`src/rtl/pipeline_hazard_ctrl.sv`:
```
// Stall/flush sequencer for the 5-stage vector ASIP pipeline: load-use bubbles, memory freeze, jump flush.
// Optional perf counters (stall_cnt, flush_cnt) are built only when PIPE_PERF_CNT_EN is defined.
module pipeline_hazard_ctrl #(
  parameter int REG_IDX_W    = 4,
  parameter int LOAD_BUBBLES = 1,
  parameter int MEM_TIMEOUT  = 16,
  parameter int CNT_W        = 16
) (
  input  logic                 clk,
  input  logic                 rst,
  input  logic                 dec_valid,
  input  logic [REG_IDX_W-1:0] dec_src1,
  input  logic [REG_IDX_W-1:0] dec_src2,
  input  logic                 dec_use1,
  input  logic                 dec_use2,
  input  logic                 dec_vf,
  input  logic                 ex_valid,
  input  logic                 ex_rmem,
  input  logic                 ex_wreg,
  input  logic [REG_IDX_W-1:0] ex_dest,
  input  logic                 ex_vf,
  input  logic                 jmp_take,
  input  logic                 mem_req,
  input  logic                 mem_ready,
  output logic                 pc_stall,
  output logic                 fd_stall,
  output logic                 dx_stall,
  output logic                 xm_stall,
  output logic                 fd_flush,
  output logic                 dx_flush,
  output logic                 err_timeout,
  output logic [1:0]           state_o,
  output logic [CNT_W-1:0]     stall_cnt,
  output logic [CNT_W-1:0]     flush_cnt
);

  typedef enum logic [1:0] {
    ST_RUN        = 2'd0,
    ST_LOAD_STALL = 2'd1,
    ST_MEM_WAIT   = 2'd2
  } state_e;

  localparam int             TMO_W    = $clog2(MEM_TIMEOUT + 1);
  localparam int             BUB_W    = 2;
  localparam logic [BUB_W-1:0] BUB_INIT = BUB_W'(LOAD_BUBBLES - 1);
  localparam logic [TMO_W-1:0] TMO_MAX  = TMO_W'(MEM_TIMEOUT);
  localparam logic [TMO_W-1:0] TMO_ONE  = TMO_W'(1);
  localparam logic [BUB_W-1:0] BUB_ONE  = BUB_W'(1);

  state_e           state_q, state_d;
  logic [BUB_W-1:0] bub_q, bub_d;
  logic [TMO_W-1:0] tmo_q, tmo_d;
  logic             err_q, err_d;

  logic hz;
  logic mw;
  logic wait_hold;
  logic freeze;
  logic bubble;
  logic flush;

  assign hz = dec_valid & ex_valid & ex_rmem & ex_wreg & (ex_vf == dec_vf) &
              ((dec_use1 & (dec_src1 == ex_dest)) | (dec_use2 & (dec_src2 == ex_dest)));
  assign mw = mem_req & ~mem_ready;

  // The freeze continues only while the access is outstanding and the timeout has not expired.
  assign wait_hold = mw & (tmo_q != TMO_MAX);

  // NOTE: sequential state uses non-blocking assignments so every flop samples pre-edge values.
  always_ff @(posedge clk or posedge rst) begin
    if (rst) begin
      state_q <= ST_RUN;
      bub_q   <= '0;
      tmo_q   <= '0;
      err_q   <= 1'b0;
    end else begin
      state_q <= state_d;
      bub_q   <= bub_d;
      tmo_q   <= tmo_d;
      err_q   <= err_d;
    end
  end

  // NOTE: every signal written here gets a default first, otherwise synthesis infers latches.
  always_comb begin
    state_d = state_q;
    bub_d   = bub_q;
    tmo_d   = tmo_q;
    err_d   = err_q;
    unique case (state_q)
      ST_RUN: begin
        if (mw) begin
          state_d = ST_MEM_WAIT;
          tmo_d   = TMO_ONE;
        end else if (!jmp_take && hz && (LOAD_BUBBLES > 1)) begin
          state_d = ST_LOAD_STALL;
          bub_d   = BUB_INIT;
        end
      end
      ST_LOAD_STALL: begin
        if (mw) begin
          state_d = ST_MEM_WAIT;
          tmo_d   = TMO_ONE;
        end else begin
          bub_d = bub_q - BUB_ONE;
          if (bub_q == BUB_ONE) state_d = ST_RUN;
        end
      end
      ST_MEM_WAIT: begin
        if (wait_hold) begin
          tmo_d = tmo_q + TMO_ONE;
        end else begin
          tmo_d = '0;
          if (mw) err_d = 1'b1;
          // Bubbles interrupted by the wait resume first; otherwise the release cycle acts like RUN.
          if (bub_q != '0) begin
            state_d = ST_LOAD_STALL;
          end else if (!jmp_take && hz && (LOAD_BUBBLES > 1)) begin
            state_d = ST_LOAD_STALL;
            bub_d   = BUB_INIT;
          end else begin
            state_d = ST_RUN;
          end
        end
      end
      default: begin
        state_d = ST_RUN;
        bub_d   = '0;
        tmo_d   = '0;
      end
    endcase
  end

  always_comb begin
    freeze = 1'b0;
    bubble = 1'b0;
    flush  = 1'b0;
    unique case (state_q)
      ST_RUN: begin
        if (mw)            freeze = 1'b1;
        else if (jmp_take) flush  = 1'b1;
        else if (hz)       bubble = 1'b1;
      end
      ST_LOAD_STALL: begin
        if (mw) freeze = 1'b1;
        else    bubble = 1'b1;
      end
      ST_MEM_WAIT: begin
        if (wait_hold) begin
          freeze = 1'b1;
        end else if (bub_q == '0) begin
          if (jmp_take) flush  = 1'b1;
          else if (hz)  bubble = 1'b1;
        end
      end
      default: begin
        freeze = 1'b0;
      end
    endcase
    // Outputs are forced quiet for the whole reset window, not just after the next edge.
    if (rst) begin
      freeze = 1'b0;
      bubble = 1'b0;
      flush  = 1'b0;
    end
  end

  assign pc_stall    = freeze | bubble;
  assign fd_stall    = freeze | bubble;
  assign dx_stall    = freeze;
  assign xm_stall    = freeze;
  assign fd_flush    = flush;
  assign dx_flush    = flush | bubble;
  assign err_timeout = err_q;
  assign state_o     = state_q;

`ifdef PIPE_PERF_CNT_EN
  logic [CNT_W-1:0] stall_cnt_q, stall_cnt_d;
  logic [CNT_W-1:0] flush_cnt_q, flush_cnt_d;

  always_ff @(posedge clk or posedge rst) begin
    if (rst) begin
      stall_cnt_q <= '0;
      flush_cnt_q <= '0;
    end else begin
      stall_cnt_q <= stall_cnt_d;
      flush_cnt_q <= flush_cnt_d;
    end
  end

  always_comb begin
    stall_cnt_d = stall_cnt_q;
    flush_cnt_d = flush_cnt_q;
    if (pc_stall && (stall_cnt_q != '1)) stall_cnt_d = stall_cnt_q + CNT_W'(1);
    if (fd_flush && (flush_cnt_q != '1)) flush_cnt_d = flush_cnt_q + CNT_W'(1);
  end

  assign stall_cnt = stall_cnt_q;
  assign flush_cnt = flush_cnt_q;
`else
  assign stall_cnt = '0;
  assign flush_cnt = '0;
`endif

endmodule
```
`config.mk`:
```
export PLATFORM = sky130hd
export DESIGN_NAME = pipeline_hazard_ctrl
export DESIGN_NICKNAME = d
export VERILOG_FILES = /design/src/rtl/pipeline_hazard_ctrl.sv
export SDC_FILE = /design/constraint.sdc
export NUM_CORES = 1
export LEC_CHECK = 0
export BUFFER_PORTS_ARGS = -buffer_cell sky130_fd_sc_hd__buf_2
export CAP_MARGIN = 40
export CORE_MARGIN = 2
export CORE_UTILIZATION = 44
export DETAILED_ROUTE_END_ITERATION = 10
export PLACE_DENSITY_LB_ADDON = 0.15
export SYNTH_ARGS = -nofsm -noshare
export SYNTH_HDL_FRONTEND = slang
export SYNTH_SLANG_ARGS = --single-unit
```
`constraint.sdc`:
```
create_clock -name clk -period 4.4 [get_ports clk]
set_input_delay 0.22 -clock clk [delete_from_list [all_inputs] [get_ports clk]]
set_output_delay 0.22 -clock clk [all_outputs]
set_load 0.005 [all_outputs]
```
After elaboration in Yosys (flattened, before gate mapping)
Cells that the tools add are included.
- add/subtract/negate cells: 2
- $mul: 0
- divide/modulo/power cells: 0
- magnitude comparators: 0
- equal/unequal tests: 12
- shifts and indexed selects: 0
- mux-type cells: 29
- bitwise operators: 15
- reduce and logical (&&, ||, !) cells: 8
- operators by type and width (kind ; number):
    1-bit 2-to-1 mux ; 16
    2-bit 2-to-1 mux ; 5
    5-bit 2-to-1 mux ; 2
    5-bit one-hot mux with 2 select lines ; 1
    1-bit AND ; 9
    4-bit == test ; 2
    2-bit inequality test, second input constant ; 3
    2-bit one-hot mux with 3 select lines ; 1
    3-bit AND reduction ; 2
    5-bit by 1-bit adder with 5-bit output, second input constant ; 1
    5-bit inequality test, second input constant ; 1
    2-bit by 1-bit == test with 1-bit output, second input constant ; 2
    2-bit logical NOT ; 2
    1-bit one-hot mux with 2 select lines ; 2
    2-bit one-hot mux with 2 select lines ; 1
    2-bit OR reduction ; 2
    3-bit inequality test, second input constant ; 1
    1-bit NOT ; 3
    1-bit bitwise OR ; 3
    1-bit one-hot mux with 3 select lines ; 1
    2-bit == test, second input constant ; 1
    2-bit by 1-bit inequality test with 1-bit output, second input constant ; 1
    2-bit AND reduction ; 1
    2-bit nonzero test ; 1
    other kinds (2) ; 2
- bits in registers: 10
- latch bits: 0
- bits in writable memories: 0
- ROM bits: 0
- input bits: 25
- output and inout bits: 41
- logic and storage cells: 70
- memories kept: 0

Depth between registers and ports, before layout
Gate-level depths: netlist (run 1).
- word-level depth: 12
- depth in mapped cells: 8
- gate-level depth less buffers: 7

Worst setup path after synthesis (run 1)
No wires, ideal clock.
- path type: flip-flop to output port
- start: register tmo_q[0]
- end: output pc_stall
- arrival time: 1.826 ns
- required time: 4.180 ns
- setup slack: 2.354 ns
- cell stages (with the launch flop): 9
- path buffers: 1
- path through: dfrtp_1 inv_1 ha_1 and4bb_1 a21oi_1 or4_4 a211o_1 nand2_1 buf_4
- longest elaborated chain between the ends: 6
- elaborated cells on any way between the ends: 9
- classes of those cells: eq/ne (1); mux (6); bitwise (2)
- RTL lines (item ; line ; source):
    start: declaration ; 52 ; logic [TMO_W-1:0] tmo_q, tmo_d;
    start signal: assignment ; 79 ; tmo_q <= tmo_d;
    5-bit inequality test * ; 67 ; assign wait_hold = mw & (tmo_q != TMO_MAX);
    1-bit AND * ; 67 ;
    1-bit 2-to-1 mux ; 149 ; if (wait_hold) begin
    1-bit one-hot mux with 3 select lines or 1-bit one-hot mux with 2 select lines (tied branches) ; 138 ; unique case (state_q)
    1-bit 2-to-1 mux ; 161 ; if (rst) begin
    1-bit bitwise OR * ; n/a ;
    end: declaration ; 25 ; output logic pc_stall,
Every way passes the cells marked *; elsewhere a longest branch is shown, timed or not.

Worst setup path in the final report (run 1)
- start: register tmo_q[0]
- end: output dx_flush
- longest elaborated chain between the ends: 6
- elaborated cells on any way between the ends: 9
- classes of those cells: eq/ne (1); mux (6); bitwise (2)
- RTL lines (item ; line ; source):
    5-bit inequality test * ; 67 ;
    1-bit AND * ; 67 ;
    1-bit 2-to-1 mux ; 149 ;
    1-bit one-hot mux with 3 select lines or 1-bit one-hot mux with 2 select lines (tied branches) ; 138 ;
    1-bit 2-to-1 mux ; 161 ;
    1-bit bitwise OR * ; 173 ; assign dx_flush = flush | bubble;
    end: declaration ; 30 ; output logic dx_flush,
Marked as above.

==> summary by stage, run 1 <==
Clocking
At the later pin of the worst-skew pair, clock insertion delay measures 0.27 ns. The number of buffers added by the clock tree synthesis step is 3. CTS built an H-tree with a depth of 1. Post-CTS repair changed the size of 0 cells. The TritonCTS clock tree is built. Counting every sink on the clock net gives 10.

The root buffer cell chosen for the clock tree is sky130_fd_sc_hd__clkbuf_4. Post-CTS timing repair inserted 0 buffers for setup. The largest buffer count on any clock path is 2. The hold buffer count at CTS is 1. After clock tree synthesis, the clock-pin slew on the worst setup and hold paths is 0.07 ns.

Timing
Of the available clock period, the critical path in the final layout requires 56.9%. The worst-case clock skew is 0.00707 ns. The number of hold violations in the final report is 0.

The max-slew violation count came to 0. Setup repair after global routing left no endpoint under its margin. Derived from the worst setup path, the maximum achievable clock frequency is 0.399 GHz.

Setup slack closes at 1.89 ns. Final hold analysis gives a worst-case slack of 0.342 ns. The setup violation total in the final timing report is 0. The post-layout minimum cycle time is 2.51 ns. The final total negative setup slack is 0 ns.

Worst setup path
The category of the critical setup timing path is reg -> out. The worst-path cell with the longest stage delay is sky130_fd_sc_hd__or4_4. The type of element capturing the critical path is a primary output. The reg-to-reg critical path startpoint is tmo_q[0].

The data required time of the critical path is 4.18 ns. For the worst setup path, the data arrival time is 2.29 ns. Of all nets on the critical path, the largest fanout is 4. The delay contributed by the slowest stage of the critical path is 0.52 ns. The timing startpoint of the critical path is tmo_q[0]. The signal on the critical path passes through inv_1 > ha_1 > and4bb_1 > a21oi_1 > or4_4 > a211o_1 > o221ai_1 > buf_2. The kind of launch point of the worst setup path is a register.

Route
The total routed wirelength is 1.89 mm. Detailed routing inserted a total of 786 vias. The remaining routing DRC violations is 0.

The first TritonRoute pass finished after 2 iterations. The detailed router's first-iteration violation count is 5. The via count normalized by instance count is 4.49. The detail route stage leaves a number of antenna-violating nets equal to 0. In the final routed layout, each cell accounts on average for 10.8 microns.

Logic synthesis
The summed instance area of the synthesized netlist is 961 sq um. During synthesis, Yosys emitted a total of 0 warnings. The unique cell type count in the Yosys netlist is 29. Synthesis produced a netlist whose cell count is 114.

The mean instance size in the synthesized netlist is 8.43 sq um. Sequential elements use 26.0% of the synthesized area. The number of register bits inferred by synthesis is 10.

Die
In this run the core area contains 16 standard-cell rows. From bottom edge to top edge, the die measures 50.7 microns. In this run the horizontal extent of the chip is 50.7 microns. For this configuration, the core starts out at a cell density of 48.0%.

The core box area is 0.00200 sq mm. The die outline area is 0.00257 sq mm. During I/O placement, the number of pins put on the boundary was 66.

Pwr
The worst-case IR drop observed on VDD is 0.117 mV. The power per cell area is 311 mW/mm^2. The leakage power total is 0.594 nW.

Hold path
The start point of the worst min-delay path is mem_ready. The path category of the worst min-delay check is in -> reg.

Global route
The total routing usage reported by global routing is 14.9%. The number of global-route vias before repair is 686. The first global-routing pass estimated 2.87 mm of wire. The total overflow left after global routing is 0. The number of antenna violations at the first check in global routing is 0. Entering global routing, the biggest net connects 17 pins.

Placement
At the end of routability-driven placement, the weighted congestion stood at 0.785. In this run, placement finished with an instance count of 170. In this run the cell area measured after placement is 0.00102 sq mm. The count of buffers added on input and output ports is 33. Once detailed placement completed, the half-perimeter wirelength came to 1.55 mm. The worst-case setup slack after placement is 2.21 ns.

Finish
The number of antenna diodes in the final layout is 0. The final layout net count is 178. The layout overhead on the synthesized area is 10.7%. The finished layout holds 175 standard cells, fillers aside. The area of all placed cells without fillers is 0.00106 sq mm. Leaving out fill and tap cells, the most frequent cells in the layout are 33 x sky130_fd_sc_hd__buf_2, 32 x sky130_fd_sc_hd__conb_1, 10 x sky130_fd_sc_hd__xor2_1, 10 x sky130_fd_sc_hd__dfrtp_1. Across the whole layout, storage elements account for 250 sq um. The count of filler cells inserted in the layout is 206. The most common cell after layout, fill and taps aside is sky130_fd_sc_hd__buf_2.

Of the cells placed in the final design, the portion with a size suffix greater than 1 is 26.4%. The total area of multi-input combinational cells is 546 sq um.

Job
The count of max-cap constraint violations is 0.

Run status
The run finished with clean final reports.
-- worst paths after layout --
check	slack, ns	end	cells past startpoint
max	1.89	dx_flush	8
min	0.34	tmo_q[1]	3
max reg2reg	2.61	tmo_q[4]	7
min reg2reg	0.46	err_timeout	1
max in group asynchronous	3.56	tmo_q[4]	3
min in group asynchronous	0.52	err_timeout	3
-- worst max-delay path, delay by kind of cell (launching register included) --
| kind | cells | cell delay [ns] |
|---|---|---|
| fa+ha+maj | 1 | 0.14 |
| buf+inv | 2 | 0.23 |
| flops | 1 | 0.42 |
| compound gates | 3 | 0.46 |
| simple gates | 2 | 0.76 |
-- synthesized netlist by cell type --
cell / count / area, sq um
sky130_fd_sc_hd__dfrtp_1: 10 / 250
sky130_fd_sc_hd__conb_1: 1 / 3.75
sky130_fd_sc_hd__ha_1: 4 / 50.1
sky130_fd_sc_hd__nand3_1: 3 / 15.0
sky130_fd_sc_hd__buf_4: 34 / 255
sky130_fd_sc_hd__o21a_1: 1 / 7.51
sky130_fd_sc_hd__o21ai_0: 3 / 15.0
sky130_fd_sc_hd__inv_1: 6 / 22.5
sky130_fd_sc_hd__and2_1: 1 / 6.26
sky130_fd_sc_hd__a21oi_1: 6 / 30.0
sky130_fd_sc_hd__clkbuf_1: 1 / 3.75
sky130_fd_sc_hd__a41o_1: 1 / 10.0
sky130_fd_sc_hd__or2_2: 1 / 6.26
sky130_fd_sc_hd__o22ai_1: 2 / 12.5
sky130_fd_sc_hd__nor2b_1: 2 / 12.5
sky130_fd_sc_hd__nand2_1: 5 / 18.8
sky130_fd_sc_hd__and4bb_1: 1 / 12.5
sky130_fd_sc_hd__nand4_1: 3 / 18.8
sky130_fd_sc_hd__nand3b_1: 1 / 7.51
sky130_fd_sc_hd__a211o_1: 1 / 8.76
sky130_fd_sc_hd__xnor2_1: 2 / 17.5
sky130_fd_sc_hd__nor3_1: 3 / 15.0
sky130_fd_sc_hd__or4_4: 1 / 11.3
sky130_fd_sc_hd__xor2_1: 10 / 87.6
sky130_fd_sc_hd__a2111o_1: 1 / 11.3
sky130_fd_sc_hd__nand2b_1: 2 / 12.5
sky130_fd_sc_hd__nor2_1: 6 / 22.5
sky130_fd_sc_hd__o31ai_1: 1 / 7.51
sky130_fd_sc_hd__o221ai_1: 1 / 8.76
-- per-stage QoR --
| stage | utilization (%) | total power, W |
|---|---|---|
| finish | 53.1 | 0.000330 |
| global placement | 50.8 | 0.000240 |
| detailed placement | 50.8 | 0.000247 |
| global route | 53.1 | 0.000356 |
| floorplan | - | 0.000225 |
| CTS | 53.1 | 0.000332 |
-- cells by family after synthesis --
| kind of cell | synth area share (%) |
|---|---|
| flops | 26.0 |
| xor+xnor | 10.9 |
| compound gates | 11.6 |
| buf+inv | 29.3 |
| other cells | 0.390 |
| fa+ha+maj | 5.21 |
| simple gates | 16.5 |
-- cell type report --
cell class / instances / share of cell area, %
sequential: 10 / 23.5
multi-input combinational: 94 / 51.3
tap: 27 / 3.18
clock buffer: 4 / 3.41
inverter: 6 / 2.12
timing repair buffer: 34 / 16.5
-- registers in the layout (all words and copies together), names as in the netlist --
| name | flops |
|---|---|
| bub_q | 2 |
| err_timeout | 1 |
| tmo_q | 5 |
| state_o | 2 |
-- power breakdown --
| part | total [W] | switching [W] | internal [W] |
|---|---|---|---|
| clock network | 0.0000853 | 0.0000349 | 0.0000503 |
| registers | 0.000130 | 0.0000212 | 0.000108 |
| logic | 0.000116 | 0.0000635 | 0.0000520 |
-- per-layer routing --
layer  track usage, %  routed length, microns  vias to the layer above
met3             2.08                     128                        5
met5                0                       0                        -
met4             6.76                      39                        0
met1             17.6                     707                      361
met2             26.5                    1020                       34
li1                 -                       -                      386
Note: power is estimated with default switching activity, not from simulation.
==> run 2, diff against run 1 <==
--- a/config.mk
+++ b/config.mk
@@ -5,10 +5,11 @@
 export SDC_FILE = /design/constraint.sdc
 export NUM_CORES = 1
 export LEC_CHECK = 0
+export ABC_AREA = 1
 export BUFFER_PORTS_ARGS = -buffer_cell sky130_fd_sc_hd__buf_2
 export CAP_MARGIN = 40
 export CORE_MARGIN = 2
-export CORE_UTILIZATION = 44
+export CORE_UTILIZATION = 39
 export DETAILED_ROUTE_END_ITERATION = 10
 export PLACE_DENSITY_LB_ADDON = 0.15
 export SYNTH_ARGS = -nofsm -noshare
==> constraint.sdc (replaced) <==
create_clock -name clk -period 2.2 [get_ports clk]
set_input_delay 0.11 -clock clk [delete_from_list [all_inputs] [get_ports clk]]
set_output_delay 0.11 -clock clk [all_outputs]
set_load 0.005 [all_outputs]
==> summary by stage, run 2 <==
Timing
Setup violations remaining at the end of the flow were counted as 0. Across all setup checks in the final design, the least slack found is 0.341 ns. The highest attainable clock frequency is 0.538 GHz. The worst-case clock skew is 0.0109 ns.

Setup repair after global routing left no endpoint under its margin. The number of hold violations in the final report was 0. Subtracting the final worst setup slack from the clock period gives 1.86 ns. The worst path uses 84.5% of the clock period. The final total negative setup slack is 0 ns.

The max-slew violation count is 0.

Placement
The routability congestion estimate is 0.768. Timing analysis after detailed placement gives a worst setup slack of 0.629 ns. The number of input and output port buffers inserted is 33. Detailed placement finished with a half-perimeter wire length of 1.65 mm.

Die
66 I/O pins were placed. The die outline width is 56.7 microns. The number of rows created at floorplan is 19. The starting density of the core is 40.3%. The die outline area is 0.00321 sq mm. The core box area is 0.00269 sq mm.

In this run the vertical extent of the chip is 56.7 microns.

Global route
The first global-routing pass estimated 3.23 mm of wire. Entering global routing, the biggest net connects 14 pins. After global routing the overflow that remains totals 0.

The total routing usage reported by global routing is 12.8%. The number of global-route vias before repair is 808. The number of antenna violations at the first check in global routing is 0.

Logic synthesis
After synthesis, the most frequently instantiated cells are 36 x sky130_fd_sc_hd__nand2_1, 34 x sky130_fd_sc_hd__buf_4, 24 x sky130_fd_sc_hd__inv_1, 13 x sky130_fd_sc_hd__nor2_1, 10 x sky130_fd_sc_hd__dfrtp_1. The leading area contributor after synthesis is sky130_fd_sc_hd__buf_4. By area the synthesized netlist is led by sky130_fd_sc_hd__buf_4 24%, sky130_fd_sc_hd__dfrtp_1 23%, sky130_fd_sc_hd__nand2_1 12%, sky130_fd_sc_hd__inv_1 8.3%, sky130_fd_sc_hd__ha_1 4.6%. Summing the sequential cell areas from Yosys gives 23.1% of the chip area. The unique cell type count in the Yosys netlist is 28. During synthesis, Yosys emitted a total of 0 warnings. The library cell with the highest instance count after synthesis is sky130_fd_sc_hd__nand2_1.

The share of flip-flops with an asynchronous set or reset is 100%. In this run the cell area of the synthesized design comes to 0.00108 sq mm. The number of enable-type register cells in the synthesized netlist is 0. The synthesized instance count is 158. The number of register bits inferred by synthesis is 10. The mean instance size in the synthesized netlist is 6.85 sq um.

The most used flip-flop cell after synthesis is sky130_fd_sc_hd__dfrtp_1. The share of the synthesized area in the top cell type is 23.6%.

Route
In the routed design, unresolved DRC markers number 0. The routed length per instance is 8.33 microns. The detail route stage leaves a number of antenna-violating nets equal to 0. The detailed-routing iteration count for the pre-antenna-repair pass is 4. For this block, the initial DRC count from the detailed router was 33. The final route contains 916 vias. The via count normalized by instance count is 4.09.

The total routed wirelength is 1.87 mm.

Clocking
The CTS sink count is 10. Counting the buffers created by CTS gives 3. CTS built an H-tree with a depth of 1. The number of resized instances in the post-cts repair step is 0. After clock tree synthesis, the clock-pin slew on the worst setup and hold paths is 0.06 ns. TritonCTS built the clock tree. The buffer cell driving the clock tree root is sky130_fd_sc_hd__clkbuf_4. The clock latency reported for the late side of the worst-skew pair is 0.27 ns.

The clock passes through at most 2 buffers.

Pwr
The design internal power is 0.000428 W. The largest voltage drop on the vdd net is 0.380 mV. The completed layout was analyzed and its total power is 0.000692 W. Of the total power, the share spent switching nets is 38.2%.

The power per cell area is 580 mW/mm^2. The clock network is responsible for 24.3% of the overall power. In this run, flip-flops and latches consume 36.2% of the power.

For this design the total switching power over the nets is 0.000264 W. The leakage power total is 0.734 nW. The share of total power dissipated in combinational logic is 39.5%.

Hold path
The path category of the worst min-delay check is in -> reg.

Job
Max-cap violations in this run came to 0.

Worst setup path
The register-to-register setup slack is 0.77 ns. The worst reg2reg path endpoint is state_o[0]. The worst-path cell with the longest stage delay is sky130_fd_sc_hd__dfrtp_1.

Measured in cells, the most critical reg-to-reg path has a length of 10. The setup path with the least slack is of type reg -> out. In this run the worst path has a maximum fanout of 4. The data required time of the critical path is 2.09 ns. The cell seen most often among critical-path stages is sky130_fd_sc_hd__nand2_1. In this run the worst setup path terminates at fd_stall.

The signal on the critical path passes through inv_1 > ha_1 > nand2_1 > inv_1 > nand2_1 > nand2_2 > nand2_2 > a21oi_2 > nand2_1 > nand2_1 > nand2_1 > nand2_1 > buf_2. STA puts the critical path data arrival time at 1.75 ns. The type of element capturing the critical path is a primary output. The startpoint identified for the worst register-to-register timing path is tmo_q[1].

STA classifies the critical path startpoint as a register. In this run the worst setup path begins at tmo_q[1]. In this design, the stage delay of the slowest critical-path cell is 0.39 ns.

Finish
The sequential cell area is 250 sq um. The top cell types in the final layout, fill and taps aside, are 36 x sky130_fd_sc_hd__nand2_1, 33 x sky130_fd_sc_hd__buf_2, 32 x sky130_fd_sc_hd__conb_1, 24 x sky130_fd_sc_hd__inv_1, 13 x sky130_fd_sc_hd__nor2_1. Compared with the post-synthesis result, the final layout area differs by 10.3%.

Counting flops per register, the top entry is tmo_q. The repair_antennas step left the layout with diodes totalling 0. Measured on the finished design, the core utilization comes to 44.4%. The net count of the finished layout is 223. The total area of multi-input combinational cells is 596 sq um. The share of post-route cells with drive strength above 1 is 26.9%. The register with the most flip-flops in the layout has 5 of them. The count of filler cells inserted in the layout is 300. Leaving out fill and tap cells, the most frequent cell in the layout is sky130_fd_sc_hd__nand2_1.

Run status
The run finished with clean final reports.
[run 2: cell types whose count changed after synthesis, moves of 3 or more]
cell                      previous run  this run
sky130_fd_sc_hd__nor2_4              0         4
sky130_fd_sc_hd__inv_1               6        24
sky130_fd_sc_hd__o21ai_0             3         0
sky130_fd_sc_hd__o21ai_1             0         3
sky130_fd_sc_hd__xor2_1             10         0
sky130_fd_sc_hd__nand2_1             5        36
sky130_fd_sc_hd__nor2_1              6        13
[run 2: logic make-up after synthesis]
group	synth area share (%)
buffers and inverters	32.6
other	0.346
AOI/OAI and AO/OA	7.28
xor gates and xnor gates	1.62
and+or+nand+nor	30.4
DFF	23.1
adders and majority gates	4.62
[run 2: area by class of cell]
class,instances,share of cell area [%]
multi-input cells,119,49.9
clock buffers,4,3.04
well taps,31,3.25
repair buffers,34,14.7
inverters,26,8.18
flip-flops and latches,10,21.0
[run 2: per-layer routing]
metal | up-vias | track usage (%) | routed length, microns
met3 | 4 | 4.38 | 151
met2 | 39 | 22.1 | 917
li1 | 484 | - | -
met5 | - | 0 | 0
met4 | 0 | 5.10 | 30
met1 | 389 | 14.3 | 766
[run 2: how the worst min path moves through the flow]
stage,from,end,slack (ns),cells past startpoint
2_1_floorplan,rst,bub_q[0],-0.03,1
3_3_place_gp,rst,bub_q[0],0.16,2
3_5_place_dp,rst,bub_q[0],0.16,2
4_1_cts,mem_ready,err_timeout,0.17,4
5_1_grt,mem_ready,err_timeout,0.19,4
6_report,mem_ready,err_timeout,0.18,4
[run 2: power by group through the flow]
stage                     registers (W)  logic (W)  clock network (W)
final                          0.000250   0.000273           0.000168
after CTS                      0.000251   0.000277           0.000173
after global placement         0.000253   0.000271                  0
after global routing           0.000257   0.000316           0.000186
after detailed placement       0.000255   0.000276                  0
after floorplan                0.000248   0.000243                  0
[run 2: through the flow]
| step | cell area (sq um) | std cells | hold WS (ns) |
|---|---|---|---|
| finish | 1190 | 224 | 0.179 |
| global route | 1190 | 224 | 0.186 |
| CTS | 1190 | 224 | 0.174 |
| detailed placement | 1150 | 219 | 0.158 |
| global placement | 1150 | 219 | 0.159 |
| floorplan | 1200 | 189 | -0.0252 |
[run 2: timing repair]
item	in CTS	in global routing
buffers inserted	0	0
setup endpoints to repair	0	0
hold endpoints to repair	10	0
hold buffers	1	0
[run 2: worst max-delay path: cells and delay by family (launching register included)]
kind | cells | cell delay, ns
flops | 1 | 0.39
fa+ha+maj | 1 | 0.15
buf+inv | 3 | 0.28
compound gates | 1 | 0.11
simple gates | 8 | 0.55
==> run 3, diff against run 2 <==
--- a/config.mk
+++ b/config.mk
@@ -5,11 +5,11 @@
 export SDC_FILE = /design/constraint.sdc
 export NUM_CORES = 1
 export LEC_CHECK = 0
-export ABC_AREA = 1
+export ABC_AREA = 0
 export BUFFER_PORTS_ARGS = -buffer_cell sky130_fd_sc_hd__buf_2
 export CAP_MARGIN = 40
 export CORE_MARGIN = 2
-export CORE_UTILIZATION = 39
+export CORE_UTILIZATION = 41
 export DETAILED_ROUTE_END_ITERATION = 10
 export PLACE_DENSITY_LB_ADDON = 0.15
 export SYNTH_ARGS = -nofsm -noshare
==> constraint.sdc (replaced) <==
create_clock -name clk -period 1.94 [get_ports clk]
set_input_delay 0.097 -clock clk [delete_from_list [all_inputs] [get_ports clk]]
set_output_delay 0.097 -clock clk [all_outputs]
set_load 0.005 [all_outputs]
==> summary by stage, run 3 (synthesis gave the netlist of run 1 again) <==
Run status
The flow ran to the end, but the final reports show violations. The checks that failed: negative setup slack.

Global route
The total routing usage reported by global routing is 14.4%. The wire length of the first global-routing pass is 2.90 mm. The number of global-route vias before repair came to 753. The number of antenna violations at the first check in global routing came to 0.

Entering global routing, the biggest net connects 13 pins. After global routing the overflow that remains totals 0.

Finish
The flip-flop count of the largest register, all copies and words added is 5. The most common cell after layout, fill and taps aside is sky130_fd_sc_hd__buf_2. The repair_antennas step left the layout with diodes totalling 0. The count of filler cells inserted in the layout is 232. The post-route non-filler standard cell count is 187. The layout overhead on the synthesized area is 21.6%.

The register with the most flip-flops is tmo_q. The net count of the finished layout is 190. The top cell types in the final layout, fill and taps aside, are 33 x sky130_fd_sc_hd__buf_2, 32 x sky130_fd_sc_hd__conb_1, 12 x sky130_fd_sc_hd__buf_4, 10 x sky130_fd_sc_hd__xor2_1, 10 x sky130_fd_sc_hd__dfrtp_1. Summing all non-filler instances in the final layout gives an area of 0.00117 sq mm. Of the cells placed in the final design, the portion with a size suffix greater than 1 is 35.8%.

Die
The boundary pin count is 66. The die outline width is 52.4 microns. In this run the vertical extent of the chip is 52.4 microns. In this run the standard cell core region covers 0.00221 sq mm. The starting density of the core is 43.4%. In this run the core area contains 17 standard-cell rows. The die covers 0.00275 sq mm.

Worst setup path
At the worst endpoint, the required time is 1.84 ns. Together, buffers and inverters on the worst path number 2. The category of the critical setup timing path is reg -> out. Along the worst path, the maximum fanout reaches 2.

The kind of cell adding the most delay to the critical path is simple AND/OR/NAND/NOR gates. For this run, the slowest stage of the critical path takes 0.49 ns. For this design, the slowest cell found on the critical path is sky130_fd_sc_hd__or4_4. The signal on the critical path passes through inv_2 > ha_4 > and4bb_1 > a21oi_2 > or4_4 > a211o_1 > o221ai_1 > buf_2. STA puts the critical path data arrival time at 2.12 ns. STA classifies the critical path endpoint as a primary output. The kind of launch point of the worst setup path is a register.

Route
The total length of routed met2 wires is 1.09 mm. The detailed router's first-iteration violation count is 3. The wire length on met3 is 129 microns. Across all layers, the routed design uses 834 vias. The remaining routing DRC violations is 0. The detailed router put a total of 723 microns of wire on met1. The remaining antenna violation count is 0. The detailed router used layers up to and including met4. The first detailed-routing pass ran for 4 iterations.

Dividing the detail-routed via count by the number of cells gives 4.46. The routed length per instance is 10.4 microns. The total routed wirelength is 1.95 mm.

Pwr
The largest voltage drop on the vdd net is 0.427 mV. The final total power is 0.000770 W. For this design the ratio of total power to cell area is 658 mW/mm^2.

In this run the static leakage power is 0.643 nW. Internal power comes to 0.000491 W. The share of power burned in the clock network is 18.1%.

Sequential cells account for 37.0% of the total power. Of the total power, the share spent switching nets is 36.1%. The fraction of power consumed by combinational cells is 44.9%. In this run the power spent charging and discharging nets is 0.000278 W.

Timing
In the final timing run, aggregate negative setup slack is -0.971 ns. After layout, the worst setup slack is -0.281 ns. The max-slew violation count is 0.

Of the available clock period, the critical path in the final layout requires 114%. For the final database, setup skew stands at 0.00406 ns. The number of hold violations in the final report came to 0. The setup violation total in the final timing report is 4. The post-layout minimum cycle time is 2.22 ns. Setup repair after global routing could not meet its margin everywhere. For this run, the top clock speed supported by timing is 0.450 GHz.

Clocking
The number of buffers added by the clock tree synthesis step is 3. The clock latency reported for the late side of the worst-skew pair is 0.26 ns. The TritonCTS clock tree is built.

After clock tree synthesis, the clock-pin slew on the worst setup and hold paths is 0.07 ns. For this design, the sink count on the clock tree is 10. In this run the number of H-tree levels came out at 1.

The buffer cell driving the clock tree root is sky130_fd_sc_hd__clkbuf_4. The largest buffer count on any clock path is 2.

Placement
The total placed instance area is 0.00108 sq mm. The congestion estimate from routability-driven global placement came to 0.759. After detailed placement, the design holds a cell count of 179. After legalization and detailed placement, the total HPWL measured 1.63 mm.

The worst-case setup slack after placement is -0.0291 ns. The number of input and output port buffers inserted is 33.

Hold path
The path class of the tightest hold or removal check is in -> reg.

Job
Across the run, the number of max-cap violations was 0.
[run 3: metal layers]
layer / GRT usage [%] / up-vias
li1: - / 408
met1: 14.0 / 390
met2: 27.9 / 34
met3: 4.57 / 2
met4: 5.13 / 0
met5: 0 / -
[run 3: worst reg2reg max path, delay by kind of cell (launching register included)]
family	cells	cell delay, ns
and+or+nand+nor	4	0.73
adders and majority gates	1	0.15
AOI/OAI and AO/OA	1	0.15
buffers and inverters	2	0.21
DFF	1	0.36
[run 3: area by class of cell]
cell class / count / area, sq um / share of cell area [%]
flip-flops and latches: 10 / 250 / 21.4
well taps: 28 / 35.0 / 3.00
inverters: 6 / 22.5 / 1.93
multi-input cells: 94 / 573 / 49.0
repair buffers: 46 / 265 / 22.7
clock buffers: 3 / 22.5 / 1.93
[run 3: worst paths after layout]
path	from	end	slack, ns	depth (start not counted)
min reg2reg	err_timeout	err_timeout	0.47	1
max in group asynchronous	rst	tmo_q[0]	1.22	3
min	mem_ready	tmo_q[1]	0.23	3
max reg2reg	tmo_q[1]	tmo_q[4]	0.28	8
min in group asynchronous	rst	err_timeout	0.41	3
max	tmo_q[0]	dx_flush	-0.28	8
[run 3: power by group through the flow]
stage          sequential (W)  clock, W  combinational [W]
2_1_floorplan        0.000282         0           0.000228
3_3_place_gp         0.000285         0           0.000292
3_5_place_dp         0.000286         0           0.000296
4_1_cts              0.000283  0.000146           0.000317
5_1_grt              0.000291  0.000157           0.000392
6_report             0.000285  0.000139           0.000346
[run 3: through the flow]
stage / hold WS, ns / utilization, %
final: 0.232 / 52.8
after global routing: 0.287 / 52.8
after CTS: 0.229 / 51.0
after detailed placement: 0.145 / 48.8
after global placement: 0.144 / 48.8
after floorplan: -0.0521 / -
[run 3: what timing repair did]
action / 4_1_cts / 5_1_grt
pin swaps: 2 / 0
endpoints found under the setup margin: 6 / 6
hold buffers: 1 / 0
setup buffers: 1 / 3
endpoints found under the hold margin: 10 / 0
gates resized for setup: 4 / 5
